<file path="src/rtl/timer_counter_pkg.sv">
// -----------------------------------------------------------------------------
// timer_counter_pkg
// Shared constants for the memory-mapped down-counter timer:
//   - word offsets of the three registers (bus addr[3:2])
//   - CTRL bit positions and MODE codes
//   - 2-bit FSM state encodings
// No ports; imported by timer_counter.
// -----------------------------------------------------------------------------
package timer_counter_pkg;

  // Register word offsets
  localparam logic [1:0] TC_CTRL   = 2'd0;
  localparam logic [1:0] TC_PRESET = 2'd1;
  localparam logic [1:0] TC_COUNT  = 2'd2;
  localparam logic [1:0] TC_RSVD   = 2'd3;

  // CTRL register layout (only the low four bits exist)
  localparam int CTRL_W        = 4;
  localparam int CTRL_EN       = 0;
  localparam int CTRL_MODE_LSB = 1;
  localparam int CTRL_MODE_MSB = 2;
  localparam int CTRL_IM       = 3;

  // MODE codes; the two codes with MODE[1]=1 behave as one-shot
  localparam logic [1:0] MODE_ONESHOT = 2'b00;
  localparam logic [1:0] MODE_RELOAD  = 2'b01;

  // FSM state encodings
  localparam logic [1:0] ST_IDLE = 2'd0;
  localparam logic [1:0] ST_LOAD = 2'd1;
  localparam logic [1:0] ST_CNT  = 2'd2;
  localparam logic [1:0] ST_INT  = 2'd3;

endpackage

</file>
<file path="src/rtl/timer_counter.sv">
// -----------------------------------------------------------------------------
// timer_counter
// Memory-mapped 32-bit down-counter with interrupt on the CPU data-side bus.
// Registers: CTRL @0x0 (EN, MODE, IM), PRESET @0x4, COUNT @0x8 (read-only),
// 0xC reserved (reads 0, writes dropped).
//
// Ports:
//   clk     in   1   system clock, all state on rising edge
//   reset   in   1   asynchronous active-low reset (0 = reset)
//   sel     in   1   bridge select, block addressed this cycle
//   addr    in   2   word offset (bus addr[3:2])
//   we      in   1   write strobe, qualified by sel
//   byteen  in   4   per-byte write enables, byteen[i] -> wdata[8i+7:8i]
//   wdata   in   32  write data
//   rdata   out  32  read data, combinational from addr (ignores sel)
//   irq     out  1   interrupt request (IM & irq_flag), registered
// -----------------------------------------------------------------------------
module timer_counter
  import timer_counter_pkg::*;
#(
  parameter logic [31:0] RESET_PRESET = 32'h0
) (
  input  logic        clk,
  input  logic        reset,
  input  logic        sel,
  input  logic [1:0]  addr,
  input  logic        we,
  input  logic [3:0]  byteen,
  input  logic [31:0] wdata,
  output logic [31:0] rdata,
  output logic        irq
);

  // ---------------------------------------------------------------------------
  // Byte-enable merge: bytes with byteen=1 come from the bus, the rest keep
  // their old value.
  // ---------------------------------------------------------------------------
  function automatic logic [31:0] merge_bytes(
    input logic [31:0] old_val,
    input logic [31:0] new_val,
    input logic [3:0]  be
  );
    logic [31:0] res;
    res = old_val;
    for (int i = 0; i < 4; i++) begin
      if (be[i]) begin
        res[8*i +: 8] = new_val[8*i +: 8];
      end
    end
    return res;
  endfunction

  // ---------------------------------------------------------------------------
  // State
  // ---------------------------------------------------------------------------
  logic [CTRL_W-1:0] ctrl_reg,     ctrl_next;
  logic [31:0]       preset_reg,   preset_next;
  logic [31:0]       count_reg,    count_next;
  logic [1:0]        state_reg,    state_next;
  logic              irq_flag_reg, irq_flag_next;
  logic              irq_reg,      irq_next;

  // CTRL as the FSM would leave it, before any bus write is applied
  logic [CTRL_W-1:0] ctrl_fsm;

  // ---------------------------------------------------------------------------
  // Decoded controls
  // ---------------------------------------------------------------------------
  logic       ctrl_wr;
  logic       preset_wr;
  logic       en;
  logic [1:0] mode;
  logic       auto_reload;

  assign ctrl_wr     = sel & we & (addr == TC_CTRL);
  assign preset_wr   = sel & we & (addr == TC_PRESET);
  assign en          = ctrl_reg[CTRL_EN];
  assign mode        = ctrl_reg[CTRL_MODE_MSB:CTRL_MODE_LSB];
  // MODE codes other than 01 fall back to one-shot behaviour
  assign auto_reload = (mode == MODE_RELOAD);

  // ---------------------------------------------------------------------------
  // FSM, counter and register next-state logic
  // ---------------------------------------------------------------------------
  always_comb begin
    state_next    = state_reg;
    count_next    = count_reg;
    ctrl_fsm      = ctrl_reg;
    irq_flag_next = irq_flag_reg;

    // In auto-reload the flag is a single-cycle pulse: anything set in INT
    // drops again on the following edge.
    if (auto_reload && (state_reg != ST_INT)) begin
      irq_flag_next = 1'b0;
    end

    case (state_reg)
      ST_IDLE: begin
        // Always restart through LOAD so a re-enable reloads PRESET
        if (en) begin
          state_next = ST_LOAD;
        end
      end

      ST_LOAD: begin
        // Uses the PRESET value registered before this edge, so a PRESET
        // write on the same edge only affects the next LOAD.
        count_next = preset_reg;
        state_next = ST_CNT;
      end

      ST_CNT: begin
        if (!en) begin
          state_next = ST_IDLE;
        end else if (count_reg > 32'd1) begin
          count_next = count_reg - 32'd1;
        end else begin
          // Covers COUNT=1 and COUNT=0 (PRESET=0): never wraps below zero
          count_next = 32'd0;
          state_next = ST_INT;
        end
      end

      ST_INT: begin
        irq_flag_next = 1'b1;
        if (auto_reload) begin
          state_next = ST_LOAD;
        end else begin
          ctrl_fsm[CTRL_EN] = 1'b0;
          state_next        = ST_IDLE;
        end
      end

      default: begin
        state_next = ST_IDLE;
      end
    endcase

    // A bus write to CTRL overrides every bit the FSM might have touched,
    // including the EN clear in INT. Only byte 0 holds implemented bits.
    ctrl_next = ctrl_fsm;
    if (ctrl_wr && byteen[0]) begin
      ctrl_next = wdata[CTRL_W-1:0];
    end

    preset_next = preset_reg;
    if (preset_wr) begin
      preset_next = merge_bytes(preset_reg, wdata, byteen);
    end

    // Any CTRL or PRESET access acknowledges the interrupt, and wins over a
    // flag set by INT on the same edge.
    if (ctrl_wr || preset_wr) begin
      irq_flag_next = 1'b0;
    end

    // irq is registered from the next-state values so it always equals
    // IM & irq_flag as seen on the registers.
    irq_next = ctrl_next[CTRL_IM] & irq_flag_next;
  end

  // ---------------------------------------------------------------------------
  // Registers
  // ---------------------------------------------------------------------------
  always_ff @(posedge clk or negedge reset) begin
    if (!reset) begin
      ctrl_reg     <= '0;
      preset_reg   <= RESET_PRESET;
      count_reg    <= '0;
      state_reg    <= ST_IDLE;
      irq_flag_reg <= 1'b0;
      irq_reg      <= 1'b0;
    end else begin
      ctrl_reg     <= ctrl_next;
      preset_reg   <= preset_next;
      count_reg    <= count_next;
      state_reg    <= state_next;
      irq_flag_reg <= irq_flag_next;
      irq_reg      <= irq_next;
    end
  end

  assign irq = irq_reg;

  // ---------------------------------------------------------------------------
  // Read mux, zero latency, independent of sel
  // ---------------------------------------------------------------------------
  always_comb begin
    rdata = 32'd0;
    case (addr)
      TC_CTRL:   rdata = {{(32-CTRL_W){1'b0}}, ctrl_reg};
      TC_PRESET: rdata = preset_reg;
      TC_COUNT:  rdata = count_reg;
      TC_RSVD:   rdata = 32'd0;
      default:   rdata = 32'd0;
    endcase
  end

endmodule
</file>
<file path="config.mk">
export PLATFORM = sky130hd
export DESIGN_NAME = timer_counter
export DESIGN_NICKNAME = d
export VERILOG_FILES = /design/src/rtl/timer_counter_pkg.sv /design/src/rtl/timer_counter.sv
export SDC_FILE = /design/constraint.sdc
export NUM_CORES = 1
export LEC_CHECK = 0
export ABC_CLOCK_PERIOD_IN_PS = 2200
export CAP_MARGIN = 20
export CORE_MARGIN = 4
export CORE_UTILIZATION = 45
export CTS_CLUSTER_DIAMETER = 200
export DETAILED_ROUTE_END_ITERATION = 8
export PLACE_DENSITY = 0.82
export SKIP_CTS_REPAIR_TIMING = 1
export SYNTH_ARGS = -nofsm -noshare
export SYNTH_HDL_FRONTEND = slang
export SYNTH_SLANG_ARGS = --single-unit
</file>
<file path="constraint.sdc">
create_clock -name clk -period 2.2 [get_ports clk]
set_input_delay 0.44 -clock clk [delete_from_list [all_inputs] [get_ports clk]]
set_output_delay 0.44 -clock clk [all_outputs]
set_load 0.02 [all_outputs]
</file>
Yosys cells after proc, flatten, opt, wreduce, memory -nomap -nowiden
Cells that the tools add are included.

cells by class
  equality and inequality tests = 12
  reduce and logical (&&, ||, !) cells = 14
  $add $sub $neg = 1
  muxes and demuxes = 15
  bitwise logic cells = 4
  magnitude comparators = 1

operator list
  operator                                                        number
  case mux 32 bit (4 select lines)                                1
  two-way mux 32 bit                                              2
  case mux 32 bit (2 select lines)                                1
  greater-than comparator 32 x 1 -> 1 bit, second input constant  1
  subtractor 32 x 1 -> 32 bit, second input constant              1
  AND reduction 2 bit                                             7
  equality test 2 bit, second input constant                      4
  case mux 2 bit (4 select lines)                                 1
  equality test 2 x 1 -> 1 bit, second input constant             3
  two-way mux 1 bit                                               6
  two-way mux 2 bit                                               3
  inequality test 2 bit, second input constant                    3
  AND 1 bit                                                       4
  logical NOT 2 bit                                               2
  two-way mux 4 bit                                               1
  nonzero test 2 bit                                              2
  inequality test 3 bit, second input constant                    1
  logical AND 1 bit                                               2
  inequality test 2 x 1 -> 1 bit, second input constant           1
  logical OR 1 bit                                                1

word-level totals
  output and inout port bits = 33
  flip-flop bits (word level) = 72
  input port bits = 42

Logic depth before layout (Yosys ltp)
  depth after elaboration = 6
  mapped depth = 9

Worst setup path before layout
No wires, ideal clock.

  path type = register -> register
  from = register count_reg[0]
  to = register count_reg[14]
  stages on the path, launching flop included = 9
  clock period less this slack = 2.321 ns
  path buffers = 0
  setup slack = -0.121 ns
  data arrival time = 2.195 ns
  path through = dfrtp_1 inv_1 ha_1 nor2b_1 nand3_2 or3_4 or3_1 a21o_1 a221o_1

between the ends
  word-level cells in the longest chain between the ends = 4

RTL lines
  element                                                                                        RTL line                                    source
  from (decl)                                                                                    timer_counter.sv:58                         logic [31:0] count_reg, count_next;
  from (signal assigned)                                                                         timer_counter.sv:176                        count_reg <= count_next;
  subtractor 32 x 1 -> 32 bit / greater-than comparator 32 x 1 -> 1 bit (equally long branches)  timer_counter.sv:116, timer_counter.sv:115
  two-way mux 32 bit *                                                                           timer_counter.sv:115                        end else if (count_reg > 32'd1) begin
  two-way mux 32 bit *                                                                           timer_counter.sv:113                        if (!en) begin
  case mux 32 bit (2 select lines) *                                                             timer_counter.sv:97                         case (state_reg)

Every way passes the cells marked *; elsewhere a longest branch is shown, timed or not. The select of a mux whose other input is x is not followed.
A chain may end at the register's enable or synchronous reset.

Worst setup path in the final report
  from = register count_reg[5]
  to = register count_reg[14]

The elaborated chain is that of the path after synthesis.

==> results.sh <==
export IMPL_status="completed"
export IMPL_synth_nets=441
export IMPL_power_total_mw=6.70
export IMPL_cp_top_family="simple AND/OR/NAND/NOR gates"
export IMPL_cts_buffers=9
export IMPL_swShare_pct=39.2
export IMPL_slowest_delay_ns=0.47
export IMPL_peakVddDrop_mv=0.566
export IMPL_cts_root_buf="clkbuf_8"
export IMPL_cts_sinks=72
export IMPL_hold_viol_final=0
export IMPL_drt_iter0_drc=297
export IMPL_dp_hpwl_mm=8.13
export IMPL_die_w_um=103
export IMPL_drt_total_wl_mm=12.0
export IMPL_io_buffers=74
export IMPL_antenna_cells=0
export IMPL_post_drt_wl_per_cell_um=18.8
export IMPL_area_growth_pct=41.5
export IMPL_core_area_um2=8720
export IMPL_synthCells=397
export IMPL_cts_max_level=3
export IMPL_synth_ff_type="dfrtp_1"
export IMPL_nets=570
export IMPL_period_needed_ns=2.16
export IMPL_clock_power_share_pct=19.2
export IMPL_mappedNetlistArea_um2=4020
export IMPL_grt_total_usage_pct=22.8
export IMPL_p_per_area_nw_per_um2=1180
export IMPL_antenna_found_initial=0
export IMPL_ant_nets=0
export IMPL_grt_max_degree=73
export IMPL_final_common_cell="dfrtp_1"
export IMPL_worst_endpoint_required_ns=2.44
export IMPL_rsz0062_at_grt="true"
export IMPL_setup_viol=0
export IMPL_period_share_pct=98.3
export IMPL_grt_pass1_wl_mm=18.8
export IMPL_rows=34
export IMPL_cp_cell_sequence="or3_1, or3_4, o211ai_2, buf_6, nor3_1, a221o_1"
export IMPL_drv_cap=0
export IMPL_final_cell_mix="dfrtp_1, buf_4, clkdlybuf4s50_1"
export IMPL_die_h_um=103
export IMPL_ys_warn_count=0
export IMPL_initial_core_util_pct=46.1
export IMPL_ys_async_sr_fraction_pct=100
export IMPL_num_vias=3767
export IMPL_synth_enable_flop_cells=0
export IMPL_switchingPower_mw=2.63
export IMPL_hold_class="in2async"
export IMPL_fmax_ghz=0.462
export IMPL_vias_per_cell=5.90
export IMPL_max_clock_path_buffers=2
export IMPL_seq_power_share_pct=33.6
export IMPL_final_cell_area_um2=5690
export IMPL_drc_errors=0
export IMPL_grt_overflow=0
export IMPL_slew_viol_final=0
export IMPL_crit_buf_inv=1
export IMPL_postLayoutCoreUtil_pct=65.3
export IMPL_seq_area_frac_synth_pct=44.8
export IMPL_postPlaceCellArea_um2=5300
export IMPL_clk_latency_ns=0.36
export IMPL_critPathSlowestCell="or3_1"
export IMPL_grt_pass1_vias=3925
export IMPL_p_int_mw=4.08
export IMPL_ys_ff_latch=72
export IMPL_max_slew_margin_rel_pct=65.7
export IMPL_drive_above_1_share_pct=31.1
export IMPL_synth_avg_cell_area_um2=10.1
export IMPL_firstDrtPassIters=5
export IMPL_pwr_share_comb_pct=47.2
export IMPL_cp_data_arrival_time_ns=2.40
export IMPL_dieArea_um2=10500
export IMPL_cts_tree="yes"
export IMPL_leakage_nw=2.73
export IMPL_crit_type="reg2reg"
export IMPL_clk_pin_slew_ns=0.08
export IMPL_path_max_fanout=6
export IMPL_gp_congestion=0.844
export IMPL_ys_types=58
export IMPL_pin_count=75
export IMPL_worst_pin_slew_ns=0.513
export IMPL_fin_worst_skew_ns=0.0100
export IMPL_end_kind="register"
export IMPL_startpoint_type="register"
[area by class of cell]
cell class	count	area [um2]
Multi-Input combinational cell	287	2160
Fill cell	667	3030
Timing Repair Buffer	142	1290
Clock buffer	11	141
Inverter	14	52.6
Clock inverter	5	104
Sequential cell	72	1800
Tap cell	108	135
[per-layer routing]
metal / vias to the layer above / share of wire [%] / routed length [um] / global-route usage [%]
met5: - / 0 / 0 / 0
met4: 0 / 1.5 / 180 / 6.76
met3: 21 / 5.5 / 662 / 4.13
met2: 131 / 51 / 6170 / 39.6
met1: 1862 / 42 / 5010 / 29.0
li1: 1753 / - / - / -
[logic make-up after synthesis]
group,synth area share (%)
and+or+nand+nor,17.5
AOI/OAI and AO/OA,21.8
DFF,44.8
muxes,11.3
buffers and inverters,4.01
adders and majority gates,0.622
[metrics by stage]
step / hold slack [ns] / cells / TNS [ns] / worst slack [ns]
global route: 0.136 / 639 / -0.0134 / -0.00745
finish: 0.0943 / 639 / 0 / 0.0372
CTS: 0.116 / 632 / -14.07 / -0.468
global placement: 0.498 / 616 / -12.50 / -0.418
floorplan: 0.144 / 397 / 0 / 0.00455
detailed placement: 0.495 / 616 / -14.00 / -0.461
[final timing paths]
| kind | start | endpoint | slack, ns | cells after the start |
|---|---|---|---|---|
| max | count_reg[5] | count_reg[14] | 0.04 | 6 |
| max in group asynchronous | reset | preset_reg[25] | 1.79 | 2 |
| min | reset | preset_reg[28] | 0.09 | 2 |
| min reg2reg | ctrl_reg[3] | ctrl_reg[3] | 0.53 | 1 |
| max reg2reg | count_reg[5] | count_reg[14] | 0.04 | 6 |
| min in group clk | ctrl_reg[3] | ctrl_reg[3] | 0.53 | 1 |
[power by group through the flow]
stage | combinational [mW] | clock, mW | sequential [mW]
after CTS | 3.07 | 1.30 | 2.22
after detailed placement | 3.03 | 0 | 2.24
after global routing | 3.47 | 1.36 | 2.31
after global placement | 2.95 | 0 | 2.22
after floorplan | 1.75 | 0 | 2.21
final | 3.17 | 1.29 | 2.25
[Yosys cell counts (2+ instances only)]
library cell / count / share of area (%)
clkbuf_1: 17 / 1.6
dfrtp_1: 72 / 45
ha_1: 2 / 0.62
o211ai_1: 6 / 1.1
a31oi_1: 2 / 0.31
a21boi_0: 2 / 0.37
a22oi_1: 10 / 1.9
or3_4: 2 / 0.56
nor4_1: 3 / 0.47
a22o_1: 30 / 6.5
mux2_2: 35 / 9.8
mux2i_1: 6 / 1.5
nand2b_1: 5 / 0.78
nor4b_1: 2 / 0.44
and2_1: 2 / 0.31
o41ai_1: 2 / 0.44
inv_1: 14 / 1.3
and3b_1: 2 / 0.44
a221oi_1: 2 / 0.44
a221o_1: 3 / 0.75
nor3_2: 2 / 0.50
buf_4: 2 / 0.37
o21ai_1: 6 / 0.75
nor3_1: 10 / 1.2
o21ai_0: 11 / 1.4
a21oi_1: 11 / 1.4
a21o_1: 2 / 0.37
buf_2: 3 / 0.37
nor2b_1: 5 / 0.78
nor3_4: 3 / 1.2
nand2_1: 37 / 3.5
o311ai_1: 3 / 0.65
nand3_1: 16 / 2.0
nor2_1: 20 / 1.9
or3_1: 7 / 1.1
o22ai_1: 10 / 1.6
a32oi_1: 5 / 1.1
o31ai_1: 3 / 0.56
o2bb2ai_1: 3 / 0.65
Note: power is estimated with default switching activity, not from simulation.
